$ cat src/rtl/hexdisp_pkg.sv
// Shared constants for the hex 7-segment scanner: segment bit positions and the
// nibble-to-segment table (a..g on bits 0..6, active-high).
package hexdisp_pkg;

  localparam int SEG_A  = 0;
  localparam int SEG_B  = 1;
  localparam int SEG_C  = 2;
  localparam int SEG_D  = 3;
  localparam int SEG_E  = 4;
  localparam int SEG_F  = 5;
  localparam int SEG_G  = 6;
  localparam int SEG_DP = 7;

  localparam logic [6:0] SEG7_TABLE [16] = '{
    7'h3F, 7'h06, 7'h5B, 7'h4F, 7'h66, 7'h6D, 7'h7D, 7'h07,
    7'h7F, 7'h6F, 7'h77, 7'h7C, 7'h39, 7'h5E, 7'h79, 7'h71
  };

endpackage

$ cat src/rtl/seg7_dec.sv
// Combinational nibble to {dp,g..a} decoder; the decimal point is never lit.
module seg7_dec
  import hexdisp_pkg::*;
(
  input  logic [3:0] nib_i,
  output logic [7:0] seg_o
);

  always_comb begin
    seg_o               = '0;
    seg_o[SEG_G:SEG_A]  = SEG7_TABLE[nib_i];
    seg_o[SEG_DP]       = 1'b0;
  end

endmodule

$ cat src/rtl/hexdisp_scan.sv
// Time-multiplexed NDIG-digit hex display driver with a per-frame input snapshot.
// Optional leading-zero blanking is built when HEXDISP_LZB_EN is defined.
module hexdisp_scan
  import hexdisp_pkg::*;
#(
  parameter int NDIG  = 8,
  parameter int DIV   = 1000,
  parameter int GUARD = 1
) (
  input  logic              clock,
  input  logic              reset,
  input  logic [4*NDIG-1:0] value,
  input  logic              enable,
  output logic [NDIG-1:0]   dig_sel,
  output logic [7:0]        seg,
  output logic              frame_start
);

  localparam int PW = (DIV > 1) ? $clog2(DIV) : 1;
  localparam int DW = (NDIG > 1) ? $clog2(NDIG) : 1;
  localparam logic [PW-1:0] P_LAST = PW'(DIV - 1);
  localparam logic [DW-1:0] D_LAST = DW'(NDIG - 1);

  logic [PW-1:0]     p_q, p_d;
  logic [DW-1:0]     d_q, d_d;
  logic [4*NDIG-1:0] shadow_q, shadow_d;
  logic [NDIG-1:0]   dig_sel_q, dig_sel_d;
  logic [7:0]        seg_q, seg_d;
  logic              frame_start_q, frame_start_d;

  logic [3:0] nib;
  logic [7:0] nib_seg;
  logic       in_guard;
  logic       lzb_blank;

  assign nib      = 4'(shadow_q >> {d_q, 2'b00});
  assign in_guard = (int'(p_q) < GUARD);

  seg7_dec u_dec (
    .nib_i (nib),
    .seg_o (nib_seg)
  );

`ifdef HEXDISP_LZB_EN
  // Blank a digit when it and every digit to its left are zero; digit 0 always shows.
  assign lzb_blank = (d_q != '0) && ((shadow_q >> {d_q, 2'b00}) == '0);
`else
  assign lzb_blank = 1'b0;
`endif

  always_comb begin
    p_d           = p_q;
    d_d           = d_q;
    shadow_d      = shadow_q;
    dig_sel_d     = '0;
    seg_d         = '0;
    frame_start_d = 1'b0;
    if (!enable) begin
      p_d      = '0;
      d_d      = '0;
      shadow_d = value;
    end else begin
      if (p_q == P_LAST) begin
        p_d = '0;
        if (d_q == D_LAST) begin
          d_d           = '0;
          shadow_d      = value;
          frame_start_d = 1'b1;
        end else begin
          d_d = d_q + 1'b1;
        end
      end else begin
        p_d = p_q + 1'b1;
      end
      // Outputs are decoded from the pre-update state, so they trail it by one clock.
      if (!in_guard && !lzb_blank) begin
        dig_sel_d = NDIG'(1) << d_q;
        seg_d     = nib_seg;
      end
    end
  end

  always_ff @(posedge clock or negedge reset) begin
    if (!reset) begin
      p_q           <= '0;
      d_q           <= '0;
      shadow_q      <= '0;
      dig_sel_q     <= '0;
      seg_q         <= '0;
      frame_start_q <= 1'b0;
    end else begin
      p_q           <= p_d;
      d_q           <= d_d;
      shadow_q      <= shadow_d;
      dig_sel_q     <= dig_sel_d;
      seg_q         <= seg_d;
      frame_start_q <= frame_start_d;
    end
  end

  assign dig_sel     = dig_sel_q;
  assign seg         = seg_q;
  assign frame_start = frame_start_q;

endmodule

$ cat config.mk
export PLATFORM = sky130hd
export DESIGN_NAME = hexdisp_scan
export DESIGN_NICKNAME = d
export VERILOG_FILES = /design/src/rtl/hexdisp_pkg.sv /design/src/rtl/seg7_dec.sv /design/src/rtl/hexdisp_scan.sv
export SDC_FILE = /design/constraint.sdc
export NUM_CORES = 1
export LEC_CHECK = 0
export BUFFER_PORTS_ARGS = -buffer_cell sky130_fd_sc_hd__buf_2
export CAP_MARGIN = 25
export CORE_UTILIZATION = 46
export CTS_CLUSTER_SIZE = 20
export DETAILED_ROUTE_END_ITERATION = 8
export PLACE_DENSITY = 0.67
export SKIP_LAST_GASP = 1
export SLEW_MARGIN = 5
export SYNTH_ARGS = -nofsm -noshare
export SYNTH_HDL_FRONTEND = slang
export SYNTH_SLANG_ARGS = --single-unit
$ cat constraint.sdc
create_clock -name clock -period 3.4 [get_ports clock]
set_input_delay 0.68 -clock clock [delete_from_list [all_inputs] [get_ports clock]]
set_output_delay 0.68 -clock clock [all_outputs]
set_load 0.005 [all_outputs]
==> key figures <==
Synth
  • Prevailing post-synth register cell: sky130_fd_sc_hd__dfrtp_1
  • Most common cell in the synthesized netlist: sky130_fd_sc_hd__dfrtp_1
  • Net count after synthesis: around 280
  • Number of storage elements in the synthesis netlist: 61
  • Synthesized area divided by synthesized cell count: 13.59 sq um
  • Portion of the post-synthesis area used by sequential elements: around half
  • Instance count of the mapped netlist: 230
  • Post-synthesis async set-or-reset flop share: 100.0%
  • Fraction of post-synthesis cell area in the top cell type by area: between 40% and 50%
  • Synthesis Warnings: 0
  • Ranking of synthesized cells by instance count: sky130_fd_sc_hd__dfrtp_1 (61), sky130_fd_sc_hd__mux2_4 (29), sky130_fd_sc_hd__ha_1 (14), sky130_fd_sc_hd__nor2_1 (14), sky130_fd_sc_hd__inv_1 (9)
  • Dominant cell type by area after synthesis: sky130_fd_sc_hd__dfrtp_1
  • EDFF count, synth: 0
  • Combined area of all synthesized cells: 0.003125 sq mm
  • Count of distinct cell types in the synthesized netlist: 42
  • Ranking of synthesized cells by area: sky130_fd_sc_hd__dfrtp_1 (49%), sky130_fd_sc_hd__mux2_4 (14%), sky130_fd_sc_hd__ha_1 (5.6%)

CTS
  • Clock buffer depth: 2
  • Number of sinks on the clock net: approximately 60
  • Skew-Pair Late Insertion Delay: 0.34 ns
  • CTS tree: yes
  • CTS resizes: 0
  • Clock-pin slew on the worst setup and hold paths: ~0.07 ns
  • H-tree lvl count: 3
  • Post-CTS setup repair buffer count: 0
  • Cts bufs inserted: 9
  • Post-CTS Hold Buffers: 0
  • Clock root buffer: sky130_fd_sc_hd__clkbuf_8

Timing
  • Total negative setup slack: 0 ns
  • Minimum clock period after layout: 2.670 ns
  • Highest clock rate: 374.6 MHz
  • Final clock skew: 0.01029 ns
  • Hold Fails Final Rpt: 0
  • Final number of max-transition violations: 0
  • Worst-case hold slack: 0.2851 ns
  • Transition time at the pin with the least slew margin: approximately 0.52 ns
  • Setup slack of the critical path after layout: 0.7301 ns
  • Setup repair after global routing missed its margin: false
  • Period Utilization, post-route: 78.53%
  • Total setup violations reported at the end of the flow: 0
  • Worst slew margin relative to its limit: 65.32%

GRT
  • Pin count of the biggest net entering global routing: 41
  • Total routing usage reported by global routing: 17.65%
  • Vias in the first global route: approximately 2000
  • Antenna violations before repair: 0
  • First-pass GRT wire length: 9.556 mm
  • Final global-route overflow total: 0

Detailed routing
  • Final wirelength: 5.510 mm
  • Via density per instance: between 5 and 6
  • Via Count: 1918
  • Final routed wire length divided by cell count: 15.05 um
  • Antenna Violating Nets Remaining: 0
  • Remaining design rule violation count: 4
  • First-pass iteration count of the detailed router: 7
  • Starting DRT DRC Count: 92

Worst setup path
  • Slack of the worst reg-to-reg path: around 0.73 ns
  • Cell family contributing the most delay on the critical path: multiplexers
  • Start point of the critical path: d_q[0]$_DFFE_PN0P_
  • Max Fanout on Critical Path: 6
  • Critical path depth in cells: 6
  • Worst path max stage delay: ~0.55 ns
  • Endpoint kind of the worst setup timing path: flop
  • Number of cells on the worst reg-to-reg path: 6
  • Crit path DAT: 2.88 ns
  • Reg-to-reg startpoint: d_q[0]$_DFFE_PN0P_
  • Element type at the critical path start: flop
  • Critical path buffers and inverters: 1
  • Cells along the critical path: mux4_2, mux2i_1, inv_1, ha_1, mux2_2, a221oi_1
  • Critical Path RT: 3.61 ns
  • Kind of critical path: reg2reg
  • Cell type of the slowest stage on the worst timing path: sky130_fd_sc_hd__mux4_2

Finish
  • Area grow syn2layout: 16.49%
  • Final Net Count: 333
  • Sequential cell area: 0.001526 sq mm
  • Area of the multi-input gates: 0.001424 sq mm
  • # fillers: 554
  • Share of final-layout standard cells stronger than drive strength 1: 41.18%
  • Antenna diode count: 0
  • Layout Cell Area excl Fill: 0.003641 sq mm

Power
  • Static leakage power: 1.842 nW
  • Maximum VDD drop: 245.6 uV
  • Power density over cell area: 514.5 mW/mm^2
  • Pwr Total: approximately 1.9 mW

Die
  • Die Y: roughly 84 um
  • Std-Cell Core Area: about 0.0065 sq mm
  • Count of pins on the block boundary: 52
  • Starting Density: just under 50%
  • Area of the die: 0.007128 sq mm
  • Die outline width: 84.43 um
  • Std-Cell Rows: 29

Placed design
  • Post-detailed-placement cell area: 0.003379 sq mm
  • Port buffer count: 50
  • Hpwl dp: 3.901 mm
  • Weighted congestion reported at the end of routability-driven placement: 0.8247
  • Minimum setup slack after placement: ~0.76 ns

Flow run
  • Count of max-cap constraint violations: 0

Outcome
  • Violations in the final reports: design-rule violations
  • Run status: complete, but fails checks

Min path
  • Class of the tightest hold or removal check: in2async
[final timing paths]
check                                            to
min in group clock                 p_q[0]$_DFF_PN0_
min reg2reg                        p_q[0]$_DFF_PN0_
max reg2reg                        seg[6]$_DFF_PN0_
max                                seg[6]$_DFF_PN0_
max in group asynchronous  shadow_q[20]$_DFFE_PN0P_
min                                p_q[6]$_DFF_PN0_
[cell type report]
class / count / area share (%)
Inverter: 10 / 1.031
Timing Repair Buffer: 56 / 8.110
Clock inverter: 7 / 3.780
Multi-Input combinational cell: 146 / 39.11
Sequential cell: 61 / 41.92
Clock buffer: 9 / 3.402
Tap cell: 77 / 2.646
[worst reg2reg max path: cells and delay by family (launching register included)]
kind,cells,cell delay [ns]
AO/OA/AOI/OAI,1,0.33
flip-flops,1,0.54
buffers and inverters,1,0.17
adder cells (fa/ha/maj),1,0.27
multiplexers,3,1.23
[kinds of logic after synthesis]
logic type               Yosys count  synth area share (%)
adder cells (fa/ha/maj)           14                 5.605
AND/OR/NAND/NOR                   54                 9.367
other                              1                0.1200
XOR/XNOR                           9                 2.522
buffers and inverters             23                 5.644
multiplexers                      49                 22.98
AO/OA/AOI/OAI                     19                 4.924
flip-flops                        61                 48.84
[sequential cells by signal, summed over array words and instances (netlist names)]
signal       count
seg              7
p_q             10
frame_start      1
shadow_q        32
dig_sel          8
d_q              3
[metrics by stage]
stage / utilization (%) / cells
after CTS: 56.37 / 366
final: 56.37 / 366
after detailed placement: 52.32 / 350
after global placement: 52.32 / 350
after global routing: 56.37 / 366
after floorplan: - / 230
[power by group]
group,switching [mW],internal (mW)
registers,0.0309,0.778
clock network,0.286,0.558
logic,0.0959,0.125
total,0.412,1.46
[metal layers]
metal,global-route usage [%],vias to the layer above,part of all wire [%]
met1,24.31,939,48
met2,26.38,55,44
met5,0,-,0
met3,4.130,9,5.3
li1,-,915,-
met4,8.783,0,1.9
[cell usage in the layout (no fill, tap or decap), types with 4 or more instances in the layout]
| master | n |
|---|---|
| sky130_fd_sc_hd__nand2_1 | 8 |
| sky130_fd_sc_hd__buf_4 | 6 |
| sky130_fd_sc_hd__and2_1 | 7 |
| sky130_fd_sc_hd__nand3_1 | 5 |
| sky130_fd_sc_hd__inv_1 | 9 |
| sky130_fd_sc_hd__dfrtp_1 | 61 |
| sky130_fd_sc_hd__ha_1 | 14 |
| sky130_fd_sc_hd__clkbuf_8 | 9 |
| sky130_fd_sc_hd__mux2i_1 | 8 |
| sky130_fd_sc_hd__mux4_2 | 6 |
| sky130_fd_sc_hd__bufinv_16 | 4 |
| sky130_fd_sc_hd__buf_2 | 50 |
| sky130_fd_sc_hd__mux2_4 | 29 |
| sky130_fd_sc_hd__xnor2_1 | 6 |
| sky130_fd_sc_hd__and3_1 | 7 |
| sky130_fd_sc_hd__nor2b_1 | 4 |
| sky130_fd_sc_hd__nor2_1 | 14 |
| sky130_fd_sc_hd__mux2_2 | 6 |
No activity file was read; power rests on OpenSTA's default activity.
